## config.mk

```make
export PLATFORM = sky130hd
export DESIGN_NAME = gauss_win_sched
export DESIGN_NICKNAME = d
export VERILOG_FILES = /design/src/rtl/gauss_pkg.sv /design/src/rtl/gauss_outq.sv /design/src/rtl/gauss_win_sched.sv
export SDC_FILE = /design/constraint.sdc
export NUM_CORES = 1
export LEC_CHECK = 0
export CORE_ASPECT_RATIO = 1.75
export CORE_UTILIZATION = 37
export CTS_BUF_LIST = sky130_fd_sc_hd__clkbuf_4 sky130_fd_sc_hd__clkbuf_8
export CTS_CLUSTER_SIZE = 12
export DETAILED_ROUTE_END_ITERATION = 8
export GPL_TIMING_DRIVEN = 0
export PLACE_DENSITY_LB_ADDON = 0.25
export SYNTH_ARGS = -nofsm -noshare
export SYNTH_HDL_FRONTEND = slang
export SYNTH_SLANG_ARGS = --single-unit
```

## constraint.sdc

```tcl
create_clock -name clk -period 7.5 [get_ports clk]
set_clock_uncertainty 0.1 [all_clocks]
set_input_delay 1.5 -clock clk [delete_from_list [all_inputs] [get_ports clk]]
set_output_delay 1.5 -clock clk [all_outputs]
set_load 0.005 [all_outputs]
```

## src/rtl/gauss_pkg.sv

```systemverilog
// gauss_pkg: shared constants and types for the 5x5 Gaussian window sequencer
package gauss_pkg;
  localparam int IMG_W_DEF = 256;
  localparam int IMG_H_DEF = 256;
  localparam int TAPS = 25;
  localparam logic [15:0] RND = 16'd128;
  localparam logic [5:0] W1D [5] = '{6'd1, 6'd4, 6'd6, 6'd4, 6'd1};
  typedef enum logic [1:0] {IDLE, ISSUE, DRAIN, DONE} state_t;
  typedef struct packed {
    logic [7:0] px;
    logic [7:0] py;
    logic [7:0] dt;
  } res_t;
endpackage

```

## src/rtl/gauss_outq.sv

```systemverilog
// gauss_outq: small synchronous result FIFO with push/pop/full/empty/count
module gauss_outq
  import gauss_pkg::*;
#(
  parameter int DEP = 2
)(
  input  logic                         clk,
  input  logic                         rst,
  input  logic                         i_push,
  input  logic                         i_pop,
  input  res_t                         i_d,
  output res_t                         o_q,
  output logic                         o_full,
  output logic                         o_empty,
  output logic [$clog2(DEP+1)-1:0]     o_cnt
);
  localparam int AW = DEP > 1 ? $clog2(DEP) : 1;
  localparam int CW = $clog2(DEP + 1);
  res_t r_mem [DEP];
  logic [AW-1:0] r_wp, r_rp;
  logic [CW-1:0] r_cnt;
  logic w_push, w_pop;
  assign w_pop = i_pop && r_cnt != '0;
  assign w_push = i_push && (!o_full || w_pop);
  assign o_full = r_cnt == CW'(DEP);
  assign o_empty = r_cnt == '0;
  assign o_cnt = r_cnt;
  assign o_q = r_mem[r_rp];
  always_ff @(posedge clk) begin
    if (rst) begin
      r_wp <= '0;
      r_rp <= '0;
      r_cnt <= '0;
      for (int i = 0; i < DEP; i++) r_mem[i] <= '0;
    end else begin
      if (w_push) begin
        r_mem[r_wp] <= i_d;
        r_wp <= r_wp == AW'(DEP - 1) ? '0 : r_wp + 1'b1;
      end
      if (w_pop) r_rp <= r_rp == AW'(DEP - 1) ? '0 : r_rp + 1'b1;
      r_cnt <= r_cnt + CW'(w_push) - CW'(w_pop);
    end
  end
endmodule

```

## src/rtl/gauss_win_sched.sv

```systemverilog
// gauss_win_sched: issues 5x5 window taps in raster order and accumulates Gaussian-weighted results
module gauss_win_sched
  import gauss_pkg::*;
#(
  parameter int IMG_W   = IMG_W_DEF,
  parameter int IMG_H   = IMG_H_DEF,
  parameter int RD_LAT  = 4,
  parameter int OUT_DEP = 2
)(
  input  logic       clk,
  input  logic       rst,
  input  logic       start,
  output logic       busy,
  output logic       done,
  output logic       rd_en,
  output logic [9:0] rd_px,
  output logic [9:0] rd_py,
  input  logic [7:0] rd_dt,
  input  logic       rd_vl,
  output logic       out_vl,
  input  logic       out_rdy,
  output logic [7:0] out_px,
  output logic [7:0] out_py,
  output logic [7:0] out_dt
);
  localparam int CW = $clog2(OUT_DEP + 1);
  localparam int AW = OUT_DEP > 1 ? $clog2(OUT_DEP) : 1;
  localparam int DW = $clog2(RD_LAT + 1);
  localparam int PW = $clog2(OUT_DEP * TAPS + 1);
  state_t r_st;
  logic [7:0] r_x, r_y;
  logic [2:0] r_dx, r_dy, r_rdx, r_rdy;
  logic r_in_win, r_push;
  logic [CW-1:0] r_infl;
  logic [PW-1:0] r_pend;
  logic [DW-1:0] r_disc;
  logic [15:0] r_acc;
  logic [7:0] r_cx [OUT_DEP];
  logic [7:0] r_cy [OUT_DEP];
  logic [AW-1:0] r_cwp, r_crp;
  logic [CW-1:0] w_cnt;
  logic [CW:0] w_occ;
  logic w_full, w_empty, w_pop, w_go, w_first, w_last_tap, w_last_win, w_acc_vl;
  logic [15:0] w_prod;
  logic [7:0] w_dt;
  res_t w_q, w_res;
  assign w_pop = !w_empty && out_rdy;
  assign w_occ = {1'b0, w_cnt} + {1'b0, r_infl};
  // a new window starts only when its result is guaranteed a queue slot
  assign w_go = r_st == ISSUE && (r_in_win || (!w_full && w_occ < (CW+1)'(OUT_DEP)));
  assign w_first = w_go && !r_in_win;
  assign w_last_tap = r_dx == 3'd4 && r_dy == 3'd4;
  assign w_last_win = r_x == 8'(IMG_W - 1) && r_y == 8'(IMG_H - 1);
  assign w_acc_vl = rd_vl && r_disc == '0 && r_pend != '0 && r_st != IDLE;
  assign w_prod = 16'(rd_dt) * 16'(W1D[r_rdy]) * 16'(W1D[r_rdx]);
  assign w_dt = 8'((r_acc + RND) >> 8);
  assign w_res = '{px: r_cx[r_crp], py: r_cy[r_crp], dt: w_dt};
  assign out_vl = !w_empty;
  assign out_px = w_q.px;
  assign out_py = w_q.py;
  assign out_dt = w_q.dt;
  gauss_outq #(.DEP(OUT_DEP)) u_outq (
    .clk(clk), .rst(rst), .i_push(r_push), .i_pop(w_pop), .i_d(w_res),
    .o_q(w_q), .o_full(w_full), .o_empty(w_empty), .o_cnt(w_cnt)
  );
  always_ff @(posedge clk) begin
    if (rst) begin
      r_st <= IDLE;
      busy <= 1'b0;
      done <= 1'b0;
      rd_en <= 1'b0;
      rd_px <= '0;
      rd_py <= '0;
      r_x <= '0;
      r_y <= '0;
      r_dx <= '0;
      r_dy <= '0;
      r_in_win <= 1'b0;
    end else begin
      done <= 1'b0;
      rd_en <= w_go;
      if (w_go) begin
        rd_px <= 10'(r_x) + 10'(r_dx) - 10'd2;
        rd_py <= 10'(r_y) + 10'(r_dy) - 10'd2;
        r_dx <= r_dx == 3'd4 ? 3'd0 : r_dx + 3'd1;
        r_dy <= r_dx == 3'd4 ? (r_dy == 3'd4 ? 3'd0 : r_dy + 3'd1) : r_dy;
        r_in_win <= !w_last_tap;
        if (w_last_tap) begin
          r_x <= r_x == 8'(IMG_W - 1) ? 8'd0 : r_x + 8'd1;
          if (r_x == 8'(IMG_W - 1)) r_y <= r_y == 8'(IMG_H - 1) ? 8'd0 : r_y + 8'd1;
        end
      end
      case (r_st)
        IDLE: if (start) begin
          r_st <= ISSUE;
          busy <= 1'b1;
        end
        ISSUE: if (w_go && w_last_tap && w_last_win) r_st <= DRAIN;
        DRAIN: if (w_pop && r_infl == '0 && w_cnt == CW'(1)) begin
          r_st <= DONE;
          done <= 1'b1;
        end
        default: begin
          r_st <= IDLE;
          busy <= 1'b0;
        end
      endcase
    end
  end
  // returns are only trusted once stale post-reset reads have drained
  always_ff @(posedge clk) begin
    if (rst) begin
      r_disc <= DW'(RD_LAT);
      r_pend <= '0;
      r_infl <= '0;
      r_push <= 1'b0;
      r_acc <= '0;
      r_rdx <= '0;
      r_rdy <= '0;
      r_cwp <= '0;
      r_crp <= '0;
    end else begin
      r_disc <= r_disc != '0 ? r_disc - 1'b1 : '0;
      r_pend <= r_pend + PW'(w_go) - PW'(w_acc_vl);
      r_infl <= r_infl + CW'(w_first) - CW'(r_push);
      r_push <= w_acc_vl && r_rdx == 3'd4 && r_rdy == 3'd4;
      if (w_acc_vl) begin
        r_acc <= (r_rdx == 3'd0 && r_rdy == 3'd0 ? 16'd0 : r_acc) + w_prod;
        r_rdx <= r_rdx == 3'd4 ? 3'd0 : r_rdx + 3'd1;
        r_rdy <= r_rdx == 3'd4 ? (r_rdy == 3'd4 ? 3'd0 : r_rdy + 3'd1) : r_rdy;
      end
      if (w_first) r_cwp <= r_cwp == AW'(OUT_DEP - 1) ? '0 : r_cwp + 1'b1;
      if (r_push) r_crp <= r_crp == AW'(OUT_DEP - 1) ? '0 : r_crp + 1'b1;
    end
  end
  always_ff @(posedge clk) begin
    if (w_first) begin
      r_cx[r_cwp] <= r_x;
      r_cy[r_cwp] <= r_y;
    end
  end
endmodule

```

# Word level (Yosys, flattened, before mapping)
# Memory sizes are Yosys's and may differ from the RTL's. A register that Yosys moved wholly into a read port is not among the register bits.
# Index checks and enable logic that the tools add are counted.
[totals] n_memories=5 ramBits=80 rom_bits=96 out_inout_bits=48 latchBits=0 ff_bits=88 wordCells=159
[memory_table] memory="(name not given)" depth=8 width=6 rd=1 rd_ports_with_merged_regs=0 write_ports=0 line="gauss_win_sched.sv:55" source="assign w_prod = 16'(rd_dt) * 16'(W1D[r_rdy]) * 16'(W1D[r_rdx]);"
[memory_table] memory="(name not given)" depth=8 width=6 rd=1 rd_ports_with_merged_regs=0 write_ports=0 line="gauss_win_sched.sv:55"
[memory_table] memory="u_outq.r_mem" depth=2 width=24 rd=1 rd_ports_with_merged_regs=1 write_ports=2 line="gauss_outq.sv:19" source="res_t r_mem [DEP];"
[memory_table] memory="r_cx" depth=2 width=8 rd=1 rd_ports_with_merged_regs=1 write_ports=1 line="gauss_win_sched.sv:38" source="logic [7:0] r_cx [OUT_DEP];"
[memory_table] memory="r_cy" depth=2 width=8 rd=1 rd_ports_with_merged_regs=1 write_ports=1 line="gauss_win_sched.sv:39" source="logic [7:0] r_cy [OUT_DEP];"
[classes] order_cmp=3 muxes=39 multipliers=2 n_addsub=24 n_div=0 bitwise=5 n_reduce_logical=44 eq_ne=13 shift=0
[ops] op="two-way mux 24 bit" n=1
[ops] op="two-way mux 6 bit" n=4
[ops] op="OR reduction 24 bit" n=1
[ops] op="two-way mux 1 bit" n=21
[ops] op="subtractor 9 x 2 -> 10 bit, second input constant" n=2
[ops] op="adder 8 x 3 -> 9 bit" n=2
[ops] op="logical AND 1 bit" n=18
[ops] op="adder 16 bit" n=1
[ops] op="adder 16 x 8 -> 16 bit, second input constant" n=1
[ops] op="adder 8 x 1 -> 8 bit, second input constant" n=2
[ops] op="== test 8 bit, second input constant" n=2
[ops] op="multiplier 14 x 6 -> 16 bit" n=1
[ops] op="two-way mux 16 bit" n=1
[ops] op="two-way mux 8 bit" n=2
[ops] op="two-way mux 3 bit" n=5
[ops] op="multiplier 8 x 6 -> 14 bit" n=1
[ops] op="adder 3 x 1 -> 3 bit, second input constant" n=4
[ops] op="== test 3 bit, second input constant" n=4
[ops] op="logical NOT 3 bit" n=3
[ops] op=">= comparator 4 bit, second input constant" n=2
[ops] op="NOT 3 -> 4 bit" n=2
[ops] op="AND reduction 2 bit" n=4
[ops] op="adder 6 x 1 -> 6 bit" n=1
[ops] op="logical NOT 2 bit" n=3
[ops] op="22 further kinds" n=42

# Depth between registers and ports, before layout
# Gate-level depths: netlist of the first run.
[depth] word_depth=11 ltp_mapped=29 mapped_depth_nobuf=29

# Hierarchy
# A second synthesis of the first run with hierarchy kept.
[hier_totals] hier_cells=1090 area_unflattened_um2=10675.2
[by_module_without_submodules] module="gauss_win_sched" cells_each=929 seq_area_each_um2=2662.6 instances=1 area_per_inst_um2=8296.7
[by_module_without_submodules] module="gauss_outq" cells_each=161 seq_area_each_um2=1541.5 instances=1 area_per_inst_um2=2378.5

# Worst setup path before layout of the first run
# OpenSTA, ideal clock, no wires.
[synth_timing] kind="input to register" from="input rd_dt[1]" to="register r_acc[15]" path_stages=23 arrival_time_ns=6.699 n_path_buf=0 path_slack_ns=0.567 t_required_ns=7.266 cell_sequence="and2_1 > fa_1 > ha_1 > ha_1 > fa_1 > a21o_1 > a21oi_1 > o21bai_1 > a21oi_1 > xnor2_1 > nand2_1 > fa_1 > inv_1 > ha_1 > fa_1 > ha_1 > a211oi_1 > o21bai_1 > o21a_1 > a31oi_1 > nand4_1 > a22oi_1 > a31oi_1"
[synth_via] elab_chain_len=3
[synth_rtl] element="start, declared" line="gauss_win_sched.sv:18" source="input logic [7:0] rd_dt,"
[synth_rtl] element="multiplier 8 x 6 -> 14 bit" line="gauss_win_sched.sv:55"
[synth_rtl] element="multiplier 14 x 6 -> 16 bit" line="gauss_win_sched.sv:55"
[synth_rtl] element="adder 16 bit" line="gauss_win_sched.sv:128" source="r_acc <= (r_rdx == 3'd0 && r_rdy == 3'd0 ? 16'd0 : r_acc) + w_prod;"
[synth_rtl] element="end signal, assigned" line="gauss_win_sched.sv:128"
[synth_rtl] element="end, declared" line="gauss_win_sched.sv:37" source="logic [15:0] r_acc;"
# Every way passes these cells.
# A chain may end at the register's enable or synchronous reset.

# Worst setup path after layout of the first run
[layout_timing] from="input rd_dt[2]" to="register r_acc[15]"
# The elaborated chain is that of the path after synthesis.

==> results by group, run 1 <==
Global route
  • Wire length of the first global-routing pass: ~37 mm
  • Vias in the first global route: 7,653
  • Pin count of the biggest net entering global routing: 25
  • GRT overflow: 0
  • GRT Util Overall: 0.1685
  • Initial antenna violation count: 1

Clock tree
  • H-tree Lvls: 4
  • Worst-skew pair later-pin latency: around 0.46 ns
  • CTS Sinks: 170
  • Total CTS buffers: 17
  • Clk slew on worst S/H paths: roughly 0.1 ns
  • CTS root buf: clkbuf_8
  • TritonCTS clock tree: built
  • Setup bufs post-CTS: 0
  • Max Root-Sink Buffers: 2

Critical path
  • WP data arrival: approximately 7.5 ns
  • FF-to-FF setup slack: between 0.6 and 0.7 ns
  • Most used cell, CP: fa_1
  • Crit-path max FO: 6
  • CP Launch Point: rd_dt[2]
  • Worst-path cell chain: clkdlybuf4s50_1, and2_1, fa_1, ha_4, ha_1, a21o_1, a21oi_2, nor2b_1, o21a_1, o41a_1, xor2_2, nand2_1, fa_1, inv_1, ha_1, fa_1, ha_2, a211oi_2, o21bai_1, o21a_1, a31oi_1, nand4_1, a22oi_1, a31oi_1
  • Critical path class: in2reg
  • CP Launch Type: input port
  • Reg2reg end: r_acc[15]
  • CP Data Required Time: 7.73 ns
  • Buffer and inverter count on the worst path: 2
  • Critical path endpoint: r_acc[15]
  • RR Startpoint: r_rdy[0]
  • Slowest CP cell: fa_1
  • Top delay family on crit path: adder cells
  • Reg2reg path depth: 26
  • Crit end category: register
  • Max incr delay on CP: just under 0.6 ns
  • Total stage count of the critical path: 24

Yosys
  • Top FF cell, synth: dfxtp_1
  • Sequential area share after synthesis: 0.4046
  • Avg Cell Area, Syn: 9.747 µm²
  • Synth Warn #: 0
  • Yosys top cell area share: 0.2312
  • Area contributors post-synth: edfxtp_1 23%, dfxtp_1 17%, ha_1 14%
  • #FFs+latches synth: 170
  • Cell taking the most area after synthesis: edfxtp_1
  • Syn Nets: between 1,000 and 1,500
  • Netlist cell types: slightly below 60
  • Mapped Cells: ~1,100
  • Synth async-reset ratio: 0
  • Number of synthesized flops with an enable pin: 80
  • Mapped cell area: a little over 10,000 µm²

Run
  • Max-Cap Viols: 0

Die
  • I/O pin total: 61
  • Row count: 80
  • Die height: approximately 220 µm
  • Core area: 27,430 µm²
  • Die ar.: approximately 29,000 µm²
  • Die width: ~130 µm
  • Effective utilization at floorplan: 0.3788

STA
  • Setup tns final: 0 ns
  • Final setup viols: 0
  • Worst setup margin: 0.2542 ns
  • Worst-Margin Slew: 1.257 ns
  • Tmin final: between 7 and 8 ns
  • Fin. max-slew vios: 0
  • Fraction of the cycle the final worst path needs: 0.9661
  • Hold Violations, Final: 0
  • F_max: about 140 MHz
  • Slew margin rel.: 0.1620

Power
  • Gate power share: 0.261
  • Psw: 0.7764 mW
  • Static Leak: 5.033 nW
  • Total power per unit cell area: 214.6 nW/µm²
  • Overall Power: around 2.6 mW
  • Peak supply drop: 0.0001595 V
  • Flop pwr share: 0.452
  • Clk pwr share: 0.287
  • Sw Share: 0.3019
  • Int Pwr: around 1.8 mW

Placed design
  • Post-place instance area: roughly 11,000 µm²
  • I/O Buffers: 60
  • Detailed placement HPWL: about 18 mm
  • Routability cong.: between 0.8 and 0.9
  • Dpl ws: -0.4394 ns
  • DP Cell Count: 1,496

Finish
  • FF+latch area: around 4200 µm²
  • Share of cells above drive strength 1: 0.07852
  • Final nets: roughly 1,300
  • Multi-input logic area: approximately 5600 µm²
  • Finished Layout Cells: approximately 1,500
  • Fill count: 2,761
  • Area Overhead vs Synth: 15.34%
  • Post-route cell area: 11,980 µm²

Min path
  • Hold WC Path Type: reg2reg

Detailed routing
  • Antenna viol nets, final: 0
  • Drt wl/cell: between 10 and 15 µm
  • DR vias: around 7,400
  • Drt via density: between 4 and 5
  • Drt pass-1 iters: 6
  • Drt drc: 0
  • DRT Wirelength: between 20 and 25 mm
  • Starting DRT DRC Count: approximately 230

Run status
  • Status: finished, final reports clean
-- worst reg2reg max path, delay by kind of cell, from the launching register on --
family | cells | cell delay [ns]
DFF | 1 | 0.33
buffers and inverters | 2 | 0.17
AOI/OAI and AO/OA | 10 | 1.72
xor gates and xnor gates | 1 | 0.16
adders and majority gates | 9 | 3.27
and+or+nand+nor | 4 | 0.97
-- flip-flops by register name (all words and copies together), names as in the netlist, 2 cells and up, named ones only --
register and cells:
u_outq.r_mem 48, r_disc 3, r_rdy 3, rd_py 10
r_st 2, r_acc 16, r_rdx 3, r_pend 6
r_x 8, r_infl 2, rd_px 10, r_dx 3
r_cx 16, r_y 8, r_cy 16, u_outq.o_cnt 2
r_dy 3
-- cell type report --
type	count	share of cell area
clock buffer	18	0.02067
multi-input combinational	738	0.4708
inverter	123	0.03853
clock inverter	14	0.01712
antenna	1	0.0002088
buffer	35	0.01201
sequential	170	0.3508
tap	369	0.03853
timing repair buffer	61	0.05137
-- layout by cell type (no fill, tap or decap), types with 3 or more instances in the layout --
cell type | netlist | final
nor2_1 | 133 | 131
inv_1 | 122 | 122
ha_1 | 114 | 112
nand2_1 | 102 | 102
dfxtp_1 | 90 | 90
edfxtp_1 | 80 | 80
clkdlybuf4s50_1 | 0 | 60
a21oi_1 | 56 | 53
xnor2_1 | 40 | 39
fa_1 | 33 | 33
and2_1 | 27 | 27
clkbuf_1 | 26 | 26
mux2_2 | 24 | 24
mux2i_1 | 21 | 21
clkbuf_8 | 0 | 18
nor3_1 | 17 | 17
xor2_1 | 18 | 17
nor2b_1 | 16 | 15
a21o_1 | 13 | 13
nand3_1 | 12 | 12
o21ai_0 | 12 | 11
and3_1 | 10 | 10
or3_1 | 9 | 9
a211oi_1 | 10 | 9
o21bai_1 | 9 | 8
nand4_1 | 7 | 7
inv_6 | 0 | 6
or2_2 | 5 | 5
nand2b_1 | 5 | 5
buf_2 | 4 | 4
a21oi_2 | 1 | 4
o21a_1 | 4 | 4
nand3b_1 | 4 | 4
bufinv_16 | 0 | 4
o21ai_1 | 3 | 3
buf_1 | 3 | 3
a31oi_1 | 3 | 3
nor3b_1 | 3 | 3
-- worst min path at each step --
stage | to | depth (start not counted) | from
detailed placement | r_disc[0] | 1 | r_disc[0]
global route | r_disc[0] | 1 | r_disc[0]
global placement | r_disc[0] | 1 | r_disc[0]
floorplan | r_disc[0] | 1 | r_disc[0]
CTS | r_disc[0] | 1 | r_disc[0]
finish | r_disc[0] | 1 | r_disc[0]
-- routing by layer --
metal | track usage | wire, µm | vias up | part of all wire
met4 | 0.05731 | 437 | 0 | 0.019
met5 | 0 | 0 | - | 0
met1 | 0.1610 | 8479 | 3546 | 0.37
li1 | - | - | 3711 | -
met2 | 0.3505 | 13390 | 79 | 0.59
met3 | 0.02364 | 421 | 24 | 0.019
-- Yosys cell counts, types with 2 or more instances --
library cell / n
xnor2_1: 40
nand3b_1: 4
o21ai_1: 3
or2_2: 5
nand4b_1: 2
nand2_1: 102
dfxtp_1: 90
buf_2: 4
or3_1: 9
buf_4: 2
o21a_1: 4
o21ai_0: 12
a21oi_1: 56
a31oi_1: 3
nor2_1: 133
a2111oi_0: 2
o21bai_1: 9
a211o_1: 2
nor3_1: 17
edfxtp_1: 80
nand3_1: 12
fa_1: 33
and3_1: 10
a22o_1: 2
ha_1: 114
and2_1: 27
xor2_1: 18
mux2_2: 24
nor3b_1: 3
clkbuf_1: 26
and4_1: 2
mux2i_1: 21
nand4_1: 7
nand2b_1: 5
a211oi_1: 10
buf_1: 3
a21o_1: 13
inv_1: 122
nor2b_1: 16
-- through the flow --
stage	util	hold slack [ns]
final	0.4370	0.3216
after global routing	0.4370	0.3590
after CTS	0.4348	0.3264
after detailed placement	0.4182	0.3124
after global placement	0.4176	0.3069
after floorplan	-	0.2975
-- logic make-up (layout without fill, tap and decap cells) --
kind of cell,count (synthesis),count (layout),share of synthesized area
mux,45,45,0.04624
other cells,0,1,0
compound gates,130,130,0.08309
flops,170,170,0.4046
fa+ha+maj,147,147,0.2009
simple gates,358,358,0.1580
xor+xnor,58,58,0.04889
buf+inv,158,251,0.05828
-- what timing repair did --
| action | in CTS | in global routing |
|---|---|---|
| resized for setup | 0 | 11 |
| endpoints found under the setup margin | 0 | 2 |
| endpoints found under the hold margin | 0 | 0 |
| hold buffers | 0 | 0 |
-- power groups by stage --
| stage | combinational (mW) | clock (mW) | sequential (mW) |
|---|---|---|---|
| after global routing | 0.753 | 0.791 | 1.18 |
| after floorplan | 0.414 | 0 | 1.18 |
| after global placement | 0.665 | 0 | 1.18 |
| after CTS | 0.682 | 0.756 | 1.16 |
| final | 0.670 | 0.739 | 1.16 |
| after detailed placement | 0.676 | 0 | 1.18 |
Power figures use the tool's default switching activity.
==> run 2: changes to the inputs <==
Settings changed: CELL_PAD_IN_SITES_DETAIL_PLACEMENT from default to 1, CELL_PAD_IN_SITES_GLOBAL_PLACEMENT from default to 1.
Clock period 7.5 ns to 9.3 ns, I/O delays scaled along.
==> results by group, run 2 (synthesis gave the netlist of run 1 again) <==
Detailed routing
  • Drt drc: 0
  • Antenna viol nets, final: 0
  • Top sig layer: met4
  • Wire length on met1: about 8.7 mm
  • Drt wl/cell: around 17 µm
  • Drt pass-1 iters: 4
  • Met3 wire len: a little over 400 µm
  • Starting DRT DRC Count: 198
  • Routed met2 length: 15.46 mm
  • DRT Wirelength: roughly 25 mm
  • Drt via density: approximately 4.9
  • DR vias: between 7,000 and 8,000

Clock tree
  • Setup bufs post-CTS: 0
  • TritonCTS clock tree: built
  • Clk slew on worst S/H paths: 0.10 ns
  • Worst-skew pair later-pin latency: 0.48 ns
  • Cts hold-fix bufs: 0
  • Total CTS buffers: 17
  • Max Root-Sink Buffers: 2
  • H-tree Lvls: 4
  • CTS Sinks: 170
  • CTS root buf: clkbuf_8
  • Post_cts resized: 0

STA
  • Worst-Margin Slew: 1.240 ns
  • Hold Violations, Final: 0
  • Fin. max-slew vios: 0
  • Final setup viols: 0
  • Worst setup margin: approximately 1.3 ns
  • Slew margin rel.: 0.1734
  • Fraction of the cycle the final worst path needs: 0.8574
  • RSZ-0062 raised after global routing: no
  • F_max: about 130 MHz
  • Setup tns final: 0 ns
  • Tmin final: between 7 and 8 ns

Power
  • Total power per unit cell area: 168.0 nW/µm²
  • Static Leak: 4.981 nW
  • Peak supply drop: ~0.00012 V

Finish
  • Most common cell after layout, fill and taps aside: nor2_1
  • Most frequent cells in the layout: 131 x nor2_1, 122 x inv_1, 114 x ha_1, 102 x nand2_1, 90 x dfxtp_1
  • Share of cells above drive strength 1: 0.06903
  • FF+latch area: approximately 4200 µm²
  • Post-route cell area: ~12,000 µm²
  • Max reg flops: 48
  • Final nets: around 1,300
  • Area Overhead vs Synth: 13.99%
  • Diodes inserted: 0
  • Fill count: around 3,200
  • Most flops, register: u_outq.r_mem
  • Finished Layout Cells: ~1,500
  • Multi-input logic area: about 5600 µm²

Min path
  • Worst hold path startpoint: r_disc[0]
  • Hold WC Path Type: reg2reg
  • Hold path depth: 1
  • Hold EP: r_disc[0]

Critical path
  • WP data arrival: 8.21 ns
  • Reg2reg end: r_acc[15]
  • Crit end category: register
  • CP Launch Type: input port
  • CP Data Required Time: 9.54 ns
  • Critical path class: in2reg
  • FF-to-FF setup slack: approximately 2.1 ns
  • RR Startpoint: r_rdy[0]
  • Reg2reg path depth: 27
  • Crit-path max FO: 6

Die
  • Die ar.: approximately 29,000 µm²
  • Die width: 128.7 µm
  • Row count: 80
  • Effective utilization at floorplan: 0.3788
  • I/O pin total: 61
  • Die height: ~220 µm
  • Core area: ~27,000 µm²

Global route
  • Vias in the first global route: approximately 8,300
  • GRT Util Overall: 0.1889
  • Initial antenna violation count: 0
  • Wire length of the first global-routing pass: 41.09 mm
  • Pin count of the biggest net entering global routing: 25
  • GRT overflow: 0

Placed design
  • I/O Buffers: 60
  • Routability cong.: roughly 0.79
  • Dpl ws: about 0.81 ns
  • DP Cell Count: ~1,500
  • Detailed placement HPWL: approximately 20 mm
  • Post-place instance area: 11,470 µm²

Run
  • Max-Cap Viols: 0

Run status
  • Status: finished, final reports clean
[run 2: layer usage]
layer  track usage  vias to the layer above
met5             0                        -
met4       0.07249                        0
met3       0.02579                       35
met2        0.4003                       78
met1        0.1711                     3723
li1              -                     3709
[run 2: worst max path at each step]
stage          slack (ns)  cells after the start        end      from
3_5_place_dp         0.81                     25  r_acc[15]  rd_dt[3]
2_1_floorplan        2.01                     23  r_acc[15]  rd_dt[1]
4_1_cts              1.31                     25  r_acc[15]  rd_dt[1]
5_1_grt              0.93                     25  r_acc[15]  rd_dt[3]
6_report             1.33                     25  r_acc[15]  rd_dt[1]
3_3_place_gp         0.86                     25  r_acc[15]  rd_dt[3]
[run 2: layout make-up]
cell class,instances,share of cell area
Clock buffer,19,0.02102
Tap cell,369,0.03898
Sequential cell,170,0.3550
Multi-Input combinational cell,738,0.4719
Timing Repair Buffer,61,0.05198
Clock inverter,13,0.01004
Buffer,35,0.01215
Inverter,123,0.03898
[run 2: report_power, final]
| part | internal, mW | total (mW) | switching (mW) |
|---|---|---|---|
| registers | 0.891 | 0.941 | 0.0501 |
| logic | 0.251 | 0.550 | 0.298 |
| clock network | 0.220 | 0.500 | 0.280 |
[run 2: per-stage QoR]
| stage | util | power, mW | hold slack (ns) |
|---|---|---|---|
| finish | 0.4318 | 1.990 | 0.3312 |
| floorplan | - | 1.282 | 0.2975 |
| global route | 0.4318 | 2.109 | 0.3562 |
| CTS | 0.4317 | 2.021 | 0.3317 |
| global placement | 0.4176 | 1.492 | 0.3073 |
| detailed placement | 0.4182 | 1.515 | 0.3184 |
[run 2: worst max-delay path: stages]
cell and delay [ns]:
clkdlybuf4s50_1 0.44, and2_1 0.17, fa_1 0.55, ha_1 0.23
ha_1 0.23, fa_1 0.41, a21o_1 0.20, a21oi_1 0.23
o21bai_1 0.09, a21oi_1 0.26, nor2b_1 0.07, o21ai_0 0.33
nand2b_1 0.20, fa_1 0.42, inv_1 0.07, ha_1 0.24
fa_1 0.49, ha_1 0.39, a211oi_1 0.27, o21bai_1 0.12
o21a_1 0.24, a31oi_1 0.18, nand4_1 0.21, a22oi_1 0.20
a31oi_1 0.10
==> run 3: changes to the inputs <==
Clock period 9.3 ns to 6.5 ns, I/O delays scaled along.
==> results by group, run 3 (synthesis gave the netlist of run 1 again) <==
Clock tree
  • Cts hold-fix bufs: 0
  • Max Root-Sink Buffers: 2
  • Clk slew on worst S/H paths: about 0.10 ns
  • TritonCTS clock tree: built
  • Total CTS buffers: 17
  • Worst-skew pair later-pin latency: 0.48 ns
  • CTS Sinks: 170
  • H-tree Lvls: 4
  • CTS root buf: clkbuf_8

Placed design
  • I/O Buffers: 60
  • Detailed placement HPWL: approximately 20 mm
  • Routability cong.: ~0.80

STA
  • Fraction of the cycle the final worst path needs: 0.9971
  • Slew margin rel.: 0.09092
  • Setup tns final: 0 ns
  • RSZ-0062 raised after global routing: yes
  • Tmin final: 6.481 ns
  • Worst-Margin Slew: 1.359 ns
  • Final setup viols: 0
  • Fin. max-slew vios: 0
  • F_max: 154.3 MHz
  • Hold Violations, Final: 0

Die
  • Die ar.: about 29,000 µm²
  • Die width: ~130 µm
  • I/O pin total: between 60 and 70
  • Die height: 223.7 µm
  • Core area: 27,430 µm²
  • Row count: 80
  • Effective utilization at floorplan: 0.3788

Critical path
  • Buffer and inverter count on the worst path: 3
  • Crit end category: register
  • Top delay family on crit path: adder cells
  • Crit-path max FO: 3
  • Max incr delay on CP: between 0.5 and 0.6 ns
  • CP Launch Type: input port
  • Reg2reg path depth: 27
  • Critical path class: in2reg
  • Slowest CP cell: fa_2
  • Most used cell, CP: ha_4
  • Reg2reg end: r_acc[15]
  • RR Startpoint: r_rdy[0]
  • FF-to-FF setup slack: about 0.12 ns
  • WP data arrival: around 6.7 ns
  • CP Data Required Time: between 6 and 7 ns

Finish
  • Max reg flops: between 40 and 50
  • Share of cells above drive strength 1: 0.1263
  • Most common cell after layout, fill and taps aside: nor2_1
  • Core Util, Final: 0.4484
  • Fill count: 3,152
  • Most flops, register: u_outq.r_mem
  • Area Overhead vs Synth: 18.36%
  • Final nets: about 1,300
  • Most frequent cells in the layout: 130 x nor2_1, 116 x inv_1, 102 x nand2_1, 98 x ha_1, 87 x dfxtp_1

Global route
  • Vias in the first global route: around 8,400
  • GR Util met2: 0.4059
  • GRT Util Overall: 0.1947
  • GRT overflow: 0
  • Busiest grt layer: met2
  • GR Util met1: 0.1763
  • Initial antenna violation count: 0
  • Wire length of the first global-routing pass: approximately 42 mm
  • Pin count of the biggest net entering global routing: 25
  • Met3 global-route usage: 0.02388

Power
  • Total power per unit cell area: between 200 and 250 nW/µm²
  • Static Leak: 5.086 nW
  • Peak supply drop: approximately 0.00016 V

Detailed routing
  • Starting DRT DRC Count: about 170
  • Drt via density: 4.947
  • Drt pass-1 iters: 4
  • Drt drc: 0
  • DR vias: ~7,600
  • Antenna viol nets, final: 0
  • DRT Wirelength: between 20 and 30 mm
  • Drt wl/cell: ~17 µm

Min path
  • Hold WC Path Type: reg2reg
  • Hold EP: r_disc[0]
  • Worst hold path startpoint: r_disc[0]
  • Hold path depth: 1

Run
  • Max-Cap Viols: 0

Run status
  • Status: finished, final reports clean
-- run 3: cell types whose count changed in the layout (fill, tap and decap cells not counted), sizes merged --
| cell | change |
|---|---|
| clkbuf | +1 |
| clkinv | +1 |
| dlygate4sd2 | +3 |
| clkdlybuf4s50 | -8 |
| buf | +18 |
| clkdlybuf4s15 | +1 |
| bufinv | +1 |
| inv | -3 |
| diode | +1 |
| clkinvlp | -1 |
-- run 3: worst max-delay path by stage --
stage | from | end | depth (start not counted)
2_1_floorplan | rd_dt[1] | r_acc[15] | 25
4_1_cts | rd_dt[3] | r_acc[15] | 26
3_3_place_gp | rd_dt[3] | r_acc[15] | 26
6_report | rd_dt[2] | r_acc[15] | 25
3_5_place_dp | rd_dt[3] | r_acc[15] | 25
5_1_grt | r_rdy[0] | r_acc[15] | 27
-- run 3: per-layer routing --
| metal | wire length [µm] | part of all wire |
|---|---|---|
| met5 | 0 | 0 |
| met4 | 949 | 0.036 |
| met3 | 392 | 0.015 |
| met2 | 15740 | 0.60 |
| met1 | 9064 | 0.35 |
-- run 3: power breakdown --
group	switching (mW)	total (mW)	internal, mW
combinational	0.428	0.791	0.363
sequential	0.0700	1.34	1.27
clock	0.393	0.756	0.364
total	0.891	2.89	2.00
-- run 3: cell type report --
cell class,count,area [µm²],share of cell area
clock buffers,21,270.3,0.02198
clock inverters,11,120.1,0.009767
flip-flops and latches,170,4208,0.3422
well taps,369,461.7,0.03754
plain buffers,34,140.1,0.01139
repair buffers,75,719.4,0.05850
multi-input cells,738,5914,0.4809
inverters,123,461.7,0.03754
diodes,1,2.502,0.0002035
-- run 3: through the flow --
step	area [µm²]	instances	hold WS (ns)	power [mW]	worst slack [ns]
2_1_floorplan	10420	1066	0.2975	1.835	-0.07225
3_3_place_gp	11480	1495	0.3086	2.139	-1.227
3_5_place_dp	11500	1496	0.3106	2.163	-1.282
4_1_cts	12200	1534	0.3243	2.934	-0.06638
5_1_grt	12300	1541	0.3372	3.069	-0.1541
6_report	12300	1542	0.3217	2.892	0.01854
-- run 3: what timing repair did --
item                                    4_1_cts  5_1_grt
endpoints found under the setup margin        6        3
resized for setup                            73       14
pin swaps                                    32       31
buffers inserted                              7        7
